[config.mk]
export PLATFORM = sky130hd
export DESIGN_NAME = pll_rst_ctrl_flat
export DESIGN_NICKNAME = d
export VERILOG_FILES = /design/src/rtl/pll_rst_ctrl_if.sv /design/src/rtl/pll_rst_ctrl.sv /design/src/flat_wrapper.sv
export SDC_FILE = /design/constraint.sdc
export NUM_CORES = 1
export LEC_CHECK = 0
export ABC_AREA = 1
export BUFFER_PORTS_ARGS = -buffer_cell sky130_fd_sc_hd__buf_2
export CAP_MARGIN = 20
export CORE_MARGIN = 2
export CORE_UTILIZATION = 26
export DETAILED_ROUTE_END_ITERATION = 10
export GPL_TIMING_DRIVEN = 0
export SYNTH_ARGS = -nofsm -noshare
export SYNTH_HDL_FRONTEND = slang
export SYNTH_SLANG_ARGS = --single-unit
[constraint.sdc]
create_clock -name clk -period 4.9 [get_ports clk]
set_input_delay 0.98 -clock clk [delete_from_list [all_inputs] [get_ports clk]]
set_output_delay 0.98 -clock clk [all_outputs]
set_load 0.01 [all_outputs]
[src/rtl/pll_rst_ctrl_if.sv]
// Signal bundle between the PLL reset sequencer and its surroundings: lock
// status and restart requests in, PLL/system resets and health status out.
interface pll_rst_ctrl_if;
  logic       pll_lock;
  logic       restart;
  logic       pll_rst;
  logic       sys_rst_n;
  logic       pll_ready;
  logic       fault;
  logic [3:0] retry_cnt;
  logic [7:0] loss_cnt;
  logic       loss_pulse;

  // master: the sequencer itself
  modport master (
    input  pll_lock, restart,
    output pll_rst, sys_rst_n, pll_ready, fault, retry_cnt, loss_cnt, loss_pulse
  );

  // slave: the PLL / system side that observes the sequencer
  modport slave (
    output pll_lock, restart,
    input  pll_rst, sys_rst_n, pll_ready, fault, retry_cnt, loss_cnt, loss_pulse
  );
endinterface

[src/rtl/pll_rst_ctrl.sv]
// PLL reset sequencer: holds the PLL in reset, waits for a stable lock with
// bounded retries, releases the downstream reset and tracks lock losses.
module pll_rst_ctrl #(
  parameter int RST_HOLD_CYC     = 16,
  parameter int LOCK_TIMEOUT_CYC = 4096,
  parameter int LOCK_STABLE_CYC  = 64,
  parameter int MAX_RETRY        = 3
) (
  input  logic           clk,
  input  logic           rst_n,
  pll_rst_ctrl_if.master bus
);

  typedef enum logic [2:0] {
    S_HOLD, S_WAIT_LOCK, S_STABLE, S_RUN, S_FAULT
  } state_t;

  localparam logic [15:0] HOLD_LAST    = 16'(RST_HOLD_CYC - 1);
  localparam logic [15:0] TIMEOUT_LAST = 16'(LOCK_TIMEOUT_CYC - 1);
  localparam logic [15:0] STABLE_LAST  = 16'(LOCK_STABLE_CYC - 1);
  localparam logic [3:0]  RETRY_LIMIT  = 4'(MAX_RETRY);

  state_t      state, state_nxt;
  logic [15:0] cnt, cnt_nxt;
  logic [3:0]  retry_cnt, retry_nxt;
  logic [7:0]  loss_cnt, loss_nxt;
  logic        loss_pulse, pulse_nxt;
  logic        lock_meta, lock_s;
  logic        pll_rst, sys_rst_n, pll_ready, fault;

  // pll_lock comes from the PLL's own domain; two flops before any decision.
  // NOTE: every flop here uses <= so all registers see the pre-edge values
  // of each other, regardless of block or statement order.
  always_ff @(posedge clk or negedge rst_n) begin
    if (!rst_n) begin
      lock_meta <= 1'b0;
      lock_s    <= 1'b0;
    end else begin
      lock_meta <= bus.pll_lock;
      lock_s    <= lock_meta;
    end
  end

  // NOTE: all targets get a default before the case so no path can leave a
  // value unassigned and infer a latch.
  always_comb begin
    state_nxt = state;
    cnt_nxt   = cnt + 16'd1;
    retry_nxt = retry_cnt;
    loss_nxt  = loss_cnt;
    pulse_nxt = 1'b0;

    if (bus.restart) begin
      state_nxt = S_HOLD;
      retry_nxt = 4'd0;
    end else begin
      unique case (state)
        S_HOLD: begin
          if (cnt == HOLD_LAST) state_nxt = S_WAIT_LOCK;
        end
        S_WAIT_LOCK: begin
          // A lock seen in the timeout cycle still counts as a lock.
          if (lock_s) begin
            state_nxt = S_STABLE;
          end else if (cnt == TIMEOUT_LAST) begin
            if (retry_cnt < RETRY_LIMIT) begin
              retry_nxt = retry_cnt + 4'd1;
              state_nxt = S_HOLD;
            end else begin
              state_nxt = S_FAULT;
            end
          end
        end
        S_STABLE: begin
          if (!lock_s) begin
            state_nxt = S_WAIT_LOCK;
          end else if (cnt == STABLE_LAST) begin
            state_nxt = S_RUN;
            retry_nxt = 4'd0;
          end
        end
        S_RUN: begin
          cnt_nxt = cnt;
          if (!lock_s) begin
            state_nxt = S_HOLD;
            pulse_nxt = 1'b1;
            if (loss_cnt != 8'hFF) loss_nxt = loss_cnt + 8'd1;
          end
        end
        S_FAULT: cnt_nxt = cnt;
        default: state_nxt = S_HOLD;
      endcase
    end

    // restart while already in HOLD must still begin a fresh full hold.
    if (state_nxt != state || bus.restart) cnt_nxt = 16'd0;
  end

  // Outputs are decoded from the next state so they move with the state flop.
  always_ff @(posedge clk or negedge rst_n) begin
    if (!rst_n) begin
      state      <= S_HOLD;
      cnt        <= 16'd0;
      retry_cnt  <= 4'd0;
      loss_cnt   <= 8'd0;
      loss_pulse <= 1'b0;
      pll_rst    <= 1'b1;
      sys_rst_n  <= 1'b0;
      pll_ready  <= 1'b0;
      fault      <= 1'b0;
    end else begin
      state      <= state_nxt;
      cnt        <= cnt_nxt;
      retry_cnt  <= retry_nxt;
      loss_cnt   <= loss_nxt;
      loss_pulse <= pulse_nxt;
      pll_rst    <= (state_nxt == S_HOLD) || (state_nxt == S_FAULT);
      sys_rst_n  <= (state_nxt == S_RUN);
      pll_ready  <= (state_nxt == S_RUN);
      fault      <= (state_nxt == S_FAULT);
    end
  end

  assign bus.pll_rst    = pll_rst;
  assign bus.sys_rst_n  = sys_rst_n;
  assign bus.pll_ready  = pll_ready;
  assign bus.fault      = fault;
  assign bus.retry_cnt  = retry_cnt;
  assign bus.loss_cnt   = loss_cnt;
  assign bus.loss_pulse = loss_pulse;

endmodule
[src/flat_wrapper.sv]
// flat-port wrapper written by rule: the top's interface ports become plain ports
module pll_rst_ctrl_flat 
#(
  parameter int RST_HOLD_CYC     = 16,
  parameter int LOCK_TIMEOUT_CYC = 4096,
  parameter int LOCK_STABLE_CYC  = 64,
  parameter int MAX_RETRY        = 3
)
  (clk, rst_n, bus_pll_lock, bus_restart, bus_pll_rst, bus_sys_rst_n, bus_pll_ready, bus_fault, bus_retry_cnt, bus_loss_cnt, bus_loss_pulse);
  pll_rst_ctrl_if bus_i ();
  input  logic clk;
  input  logic rst_n;
  input wire logic [$bits(bus_i.pll_lock)-1:0] bus_pll_lock;
  input wire logic [$bits(bus_i.restart)-1:0] bus_restart;
  output wire logic [$bits(bus_i.pll_rst)-1:0] bus_pll_rst;
  output wire logic [$bits(bus_i.sys_rst_n)-1:0] bus_sys_rst_n;
  output wire logic [$bits(bus_i.pll_ready)-1:0] bus_pll_ready;
  output wire logic [$bits(bus_i.fault)-1:0] bus_fault;
  output wire logic [$bits(bus_i.retry_cnt)-1:0] bus_retry_cnt;
  output wire logic [$bits(bus_i.loss_cnt)-1:0] bus_loss_cnt;
  output wire logic [$bits(bus_i.loss_pulse)-1:0] bus_loss_pulse;
  assign bus_i.pll_lock = bus_pll_lock;
  assign bus_i.restart = bus_restart;
  assign bus_pll_rst = bus_i.pll_rst;
  assign bus_sys_rst_n = bus_i.sys_rst_n;
  assign bus_pll_ready = bus_i.pll_ready;
  assign bus_fault = bus_i.fault;
  assign bus_retry_cnt = bus_i.retry_cnt;
  assign bus_loss_cnt = bus_i.loss_cnt;
  assign bus_loss_pulse = bus_i.loss_pulse;
  pll_rst_ctrl #(.RST_HOLD_CYC(RST_HOLD_CYC), .LOCK_TIMEOUT_CYC(LOCK_TIMEOUT_CYC), .LOCK_STABLE_CYC(LOCK_STABLE_CYC), .MAX_RETRY(MAX_RETRY)) u_core (.clk(clk), .rst_n(rst_n), .bus(bus_i));
endmodule
==> run_results.csv, run 1 <==
group,metric,value,unit
global_routing,antenna_found_initial,0,
setup_path,crit_type,"in2reg",
outcome,status,"complete, no violations",
setup_path,cp_data_required_time,5.09,ns
detailed_routing,wirelength,3890,um
power,combPwrFrac,5.5,%
timing,max-slew-margin-rel,44.9,%
clock_tree,ctsHtreeMaxLevel,2,
detailed_routing,drt_iter0_markers,75,
final_layout,area_delta_synth_final,17.0,%
global_routing,grtUsageMet3,2.55,%
synth,yosys.area.top_type,"dfrtp_1",
global_routing,first_global_vias,1579,
synth,avgSynthCellArea,8.26,um^2
timing,period_minus_slack,2.08,ns
synth,synth_area,2000,um^2
detailed_routing,drt_first_pass_iters,4,
detailed_routing,drc,0,
floorplanning,die_h,91.7,um
setup_path,r2r_slack,2.87,ns
timing,hold_viol_final,0,
timing,rsz0062_at_grt,"false",
synth,yosysTopAreaCellShare,45.1,%
timing,fin_tns_setup,0,ns
setup_path,critPathCaptureType,"flop",
clock_tree,clockBufferDepth,2,
setup_path,endpoint,"u_core.cnt[0]$_DFFE_PN0P_",
synth,synth-seq-area-share,46.4,%
power,p_clk_share,43.3,%
timing,tightest_slew,0.826,ns
detailed_routing,wire_per_inst,10.6,um
clock_tree,clkLatencyLatePin,0.29,ns
global_routing,grt_pass1_wl,7040,um
clock_tree,holdBufCountCts,0,
synth,synth_top_cells_by_area,"dfrtp_1, nand2_1, nor2_1, inv_1, xor2_1",
floorplanning,rows,31,
setup_path,critPathMaxFanout,10,
clock_tree,numClockSinks,37,
min_path,hp-class,"reg2reg",
placement,place_congestion,0.774,
clock_tree,cts-resized-gates,0,
clock_tree,cts_buffers,5,
timing,period_share,42.5,%
setup_path,cp-start-kind,"input port",
global_routing,grt-busiest-layer,"met2",
global_routing,grtUsageMet2,16.6,%
final_layout,antennaDiodeCount,0,
power,p_per_area,266,nW/um^2
final_layout,finalNetCount,276,
setup_path,reg2reg_depth,12,
floorplanning,initial_core_util,27.3,%
timing,slew_viol_final,0,
detailed_routing,vias,1540,
clock_tree,path_clk_slew,0.08,ns
clock_tree,cts_setup_buffers,0,
setup_path,r2r_start,"u_core.cnt[0]$_DFFE_PN0P_",
timing,max_freq,480,MHz
detailed_routing,avgViaCountPerCell,4.17,
global_routing,gr-usage-all-layers,10.4,%
power,seq_power_share,51.2,%
synth,synth-seq-cells,37,
placement,portBuffers,20,
power,power_switching,147,uW
floorplanning,num_io_pins,21,
global_routing,grt_max_degree,38,
timing,setup-violations-final,0,
floorplanning,die-area,8400,um^2
floorplanning,die_x,91.7,um
detailed_routing,ant_nets,0,
setup_path,timing.rr.end,"u_core.cnt[0]$_DFFE_PN0P_",
timing,holdWs,0.357,ns
power,ir_drop,0.193,mV
clock_tree,cts_root_buf,"clkbuf_8",
synth,ys_warn_count,0,
timing,clock_skew,0.00838,ns
placement,dp_hpwl,2880,um
power,switching_share,23.6,%
global_routing,grt_remaining_overflow,0,
clock_tree,cts_tree,"built",
synth,ys_types,27,
global_routing,use_met1,13.2,%
synth,synthCells,242,
final_layout,drive_gt1_share,23.0,%
power,power_leakage,0.00124,uW
setup_path,arrival,2.27,ns
synth,synth_nets,249,
floorplanning,core_area,7330,um^2
setup_path,critPathLaunch,"bus_restart",
power,p_int,475,uW
flow_run,max_cap_violations,0,
[through the flow]
step           util (%)  setup WS [ns]  power [uW]  instances  cell area [um^2]
2_1_floorplan         -           2.92         345        242              2000
3_3_place_gp       30.3           2.53         357        361              2220
3_5_place_dp       30.3           2.50         360        361              2220
4_1_cts            31.9           2.83         634        369              2340
5_1_grt            31.9           2.59         652        369              2340
6_report           31.9           2.82         622        369              2340
[cells in the final DEF, fill, tap and decap left out]
master      instances
xor2_1             11
nor2_8              1
o21ai_0             4
ha_1                3
buf_2              20
dfstp_2             1
buf_4               1
or2_2               1
nand3_1            16
a21oi_4             1
clkbuf_8            5
clkinv_4            1
nand3b_1            1
inv_2               7
bufinv_16           1
nor2_1             32
nand3_2             2
nand4_1             8
nor3_1              6
nor2_2             12
nor3_2              1
buf_6               1
and2_1              2
nor4_1              2
dfrtp_1            36
nand2_4             2
inv_1              29
a21oi_1             2
nand2_2             4
xnor2_1             7
nand2_1            49
clkinvlp_4          1
[critical path: stages]
cell,delay (ns)
buf_2,0.14
inv_2,0.11
nand3_1,0.12
nor2_1,0.20
nand2_1,0.07
nand2_1,0.07
inv_2,0.03
nand2_1,0.07
nor2_2,0.04
nand3_2,0.17
buf_6,0.21
nor2_2,0.04
[logic make-up (layout without fill, tap and decap cells)]
logic type	after synthesis	count (layout)	share of synthesized area, %
adders and majority gates	3	3	1.88
xor gates and xnor gates	18	18	7.89
DFF	37	37	46.4
and+or+nand+nor	139	139	33.8
buffers and inverters	38	66	7.70
AOI/OAI and AO/OA	7	7	2.32
[worst min-delay path by stage]
stage                     cells after the start                       to  slack [ns]                        from
after global routing                          0  u_core.lock_s$_DFF_PN0_        0.37  u_core.lock_meta$_DFF_PN0_
final                                         0  u_core.lock_s$_DFF_PN0_        0.36  u_core.lock_meta$_DFF_PN0_
after CTS                                     0  u_core.lock_s$_DFF_PN0_        0.36  u_core.lock_meta$_DFF_PN0_
after floorplan                               0  u_core.lock_s$_DFF_PN0_        0.33  u_core.lock_meta$_DFF_PN0_
after global placement                        0  u_core.lock_s$_DFF_PN0_        0.34  u_core.lock_meta$_DFF_PN0_
after detailed placement                      0  u_core.lock_s$_DFF_PN0_        0.34  u_core.lock_meta$_DFF_PN0_
[metal layers]
layer	up-vias	routed length, um
met5	-	0
met4	0	102
met2	25	1810
met1	705	1860
met3	10	127
li1	800	-
[cell type report]
cell class                 instances  area, um^2
buffer                             2        18.8
fill                             788        4990
inverter                          36         135
tap                               99         124
multi-input combinational        167         917
sequential                        37         927
clock inverter                     3        46.3
clock buffer                       5        68.8
timing repair buffer              20         100
[cells in the mapped netlist]
cell type / n
nand2_2: 4
nor3_1: 6
nor2_2: 12
inv_2: 7
nor4_1: 2
xor2_1: 11
dfstp_2: 1
dfrtp_1: 36
inv_1: 29
a21oi_4: 1
ha_1: 3
nor2_1: 32
a21oi_1: 2
nand2_1: 49
nand3_2: 2
and2_1: 2
nand3_1: 16
nand4_1: 8
o21ai_0: 4
buf_6: 1
xnor2_1: 7
nand3b_1: 1
nand2_4: 2
nor2_8: 1
buf_4: 1
nor3_2: 1
or2_2: 1
[state kept, by name, summed over array words and instances, names as in the netlist]
register,cells
u_core.cnt,16
u_core.bus.loss_cnt,8
u_core.bus.retry_cnt,4
u_core.state,3
u_core.bus.fault,1
u_core.bus.loss_pulse,1
u_core.bus.pll_rst,1
u_core.bus.sys_rst_n,1
u_core.lock_meta,1
u_core.lock_s,1
[power by group through the flow]
stage | Clock (uW) | Combinational (uW) | Sequential, uW
floorplan | 0 | 22.4 | 323
global placement | 0 | 33.7 | 324
detailed placement | 0 | 35.1 | 324
CTS | 280 | 35.3 | 318
global route | 292 | 39.6 | 320
finish | 269 | 34.5 | 318
Note: power is estimated with default switching activity, not from simulation.
==> inputs of run 2 (changes only) <==
==> constraint.sdc (replaced) <==
create_clock -name clk -period 2 [get_ports clk]
set_input_delay 0.4 -clock clk [delete_from_list [all_inputs] [get_ports clk]]
set_output_delay 0.4 -clock clk [all_outputs]
set_load 0.01 [all_outputs]
==> run 2 against run 1 <==
  * Setup slack worse by 2.7 ns
  * Global-route usage about the same
  * Clock power up 150%
  * Largest power group unchanged
  * Final cell count up 0.54%
  * Cell area up 3.3%
==> run_results.csv, run 2 (synthesis results as in run 1) <==
group,metric,value,unit
outcome,status,"complete, no violations",
final_layout,utilization,32.9,%
detailed_routing,drt_first_pass_iters,4,
detailed_routing,wirelength,4020,um
floorplanning,core_area,7330,um^2
detailed_routing,vias,1576,
timing,slew_viol_final,0,
final_layout,layout_commonest_cell,"nand2_1",
setup_path,r2r_start,"u_core.cnt[1]$_DFFE_PN0P_",
timing,clock_skew,0.00875,ns
global_routing,grt_pass1_wl,7060,um
power,power_leakage,0.00126,uW
setup_path,critPathMaxFanout,10,
setup_path,reg2reg_depth,12,
final_layout,fillers,772,
timing,tightest_slew,0.838,ns
placement,placed_area,2220,um^2
floorplanning,die-area,8400,um^2
timing,setup-violations-final,0,
timing,period_share,92.6,%
placement,dp_hpwl,2880,um
placement,dpl_worst_slack,-0.0380,ns
detailed_routing,drc,0,
setup_path,timing.rr.end,"u_core.cnt[0]$_DFFE_PN0P_",
setup_path,arrival,2.08,ns
final_layout,most-common-layout-cells,"nand2_1, dfrtp_1, inv_1",
detailed_routing,wire_per_inst,10.8,um
final_layout,finalNetCount,278,
min_path,hp-class,"in2async",
setup_path,r2r_slack,0.15,ns
final_layout,antennaDiodeCount,0,
global_routing,antenna_found_initial,0,
power,ir_drop,0.463,mV
timing,period_minus_slack,1.85,ns
flow_run,max_cap_violations,0,
global_routing,grt_max_degree,38,
clock_tree,ctsHtreeMaxLevel,2,
setup_path,cp-start-kind,"flop",
clock_tree,clockBufferDepth,2,
setup_path,endpoint,"u_core.cnt[0]$_DFFE_PN0P_",
timing,worst_slack,0.148,ns
clock_tree,path_clk_slew,0.08,ns
global_routing,first_global_vias,1572,
floorplanning,initial_core_util,27.3,%
final_layout,area_delta_synth_final,20.9,%
power,p_per_area,642,nW/um^2
setup_path,crit_type,"reg2reg",
power,p_total,1550,uW
floorplanning,num_io_pins,21,
timing,max_freq,540,MHz
final_layout,stdcell_area,2410,um^2
clock_tree,holdBufCountCts,0,
detailed_routing,avgViaCountPerCell,4.25,
timing,hold_viol_final,0,
final_layout,largest_register_ffs,16,
clock_tree,cts_tree,"built",
detailed_routing,ant_nets,0,
setup_path,critPathLaunch,"u_core.cnt[1]$_DFFE_PN0P_",
clock_tree,cts_buffers,5,
setup_path,cp_data_required_time,2.23,ns
final_layout,largest_register,"u_core.cnt",
final_layout,drive_gt1_share,25.7,%
placement,portBuffers,20,
floorplanning,rows,31,
clock_tree,numClockSinks,37,
clock_tree,cts_root_buf,"clkbuf_8",
global_routing,grt_remaining_overflow,0,
global_routing,gr-usage-all-layers,10.4,%
floorplanning,die_h,91.7,um
setup_path,critPathCaptureType,"flop",
timing,max-slew-margin-rel,44.1,%
clock_tree,clkLatencyLatePin,0.29,ns
floorplanning,die_x,91.7,um
final_layout,top_regs,"u_core.cnt: 16 flops, u_core.bus.loss_cnt: 8 flops, u_core.bus.retry_cnt: 4 flops",
detailed_routing,drt_iter0_markers,68,
placement,place_congestion,0.774,
[run 2: cell type report]
type / instances / area, um^2 / area share, %
Multi-Input combinational cell: 167 / 963 / 39.9
Sequential cell: 37 / 927 / 38.4
Inverter: 36 / 135 / 5.60
Timing Repair Buffer: 22 / 128 / 5.28
Tap cell: 99 / 124 / 5.13
Clock buffer: 5 / 68.8 / 2.85
Clock inverter: 3 / 46.3 / 1.92
Buffer: 2 / 22.5 / 0.933
[run 2: worst min path at each step]
stage | start | endpoint | cells after the start
after floorplan | rst_n | u_core.bus.fault$_DFF_PN0_ | 0
after global placement | u_core.lock_meta$_DFF_PN0_ | u_core.lock_s$_DFF_PN0_ | 0
after detailed placement | u_core.lock_meta$_DFF_PN0_ | u_core.lock_s$_DFF_PN0_ | 0
after CTS | bus_pll_lock | u_core.lock_meta$_DFF_PN0_ | 1
after global routing | bus_pll_lock | u_core.lock_meta$_DFF_PN0_ | 1
final | rst_n | u_core.cnt[14]$_DFFE_PN0P_ | 1
[run 2: power breakdown]
part           switching [uW]  internal (uW)  total (uW)
clock network             288            373         661
registers                23.9            763         787
logic                    60.0           43.6         104
total                     372           1180        1550
[run 2: metal layers]
metal | GRT usage, % | wire, um | vias up
met5 | 0 | 0 | -
met1 | 13.2 | 1850 | 744
met3 | 2.55 | 128 | 8
met4 | 4.42 | 82 | 0
li1 | - | - | 805
met2 | 16.9 | 1960 | 19
[run 2: worst max-delay path: stages (launching register included)]
cell	delay, ns
dfrtp_1	0.43
ha_4	0.18
nand3_4	0.15
nor2_8	0.17
nand2_4	0.07
nand2_2	0.07
nand2_2	0.07
nand3_1	0.08
nand2_1	0.06
nor2_2	0.14
nand3_4	0.11
buf_8	0.17
nor2_2	0.08
[run 2: what timing repair did]
action	CTS	global route
endpoints found under the hold margin	0	0
setup buffers	0	2
setup endpoints to repair	10	20
gates resized for setup	1	10
[run 2: per-stage QoR]
step	setup TNS [ns]	std cells	hold WS (ns)
floorplan	0	242	0.104
global placement	0	361	0.338
detailed placement	-0.254	361	0.342
CTS	0	369	0.196
global route	-0.00248	371	0.197
finish	0	371	0.206
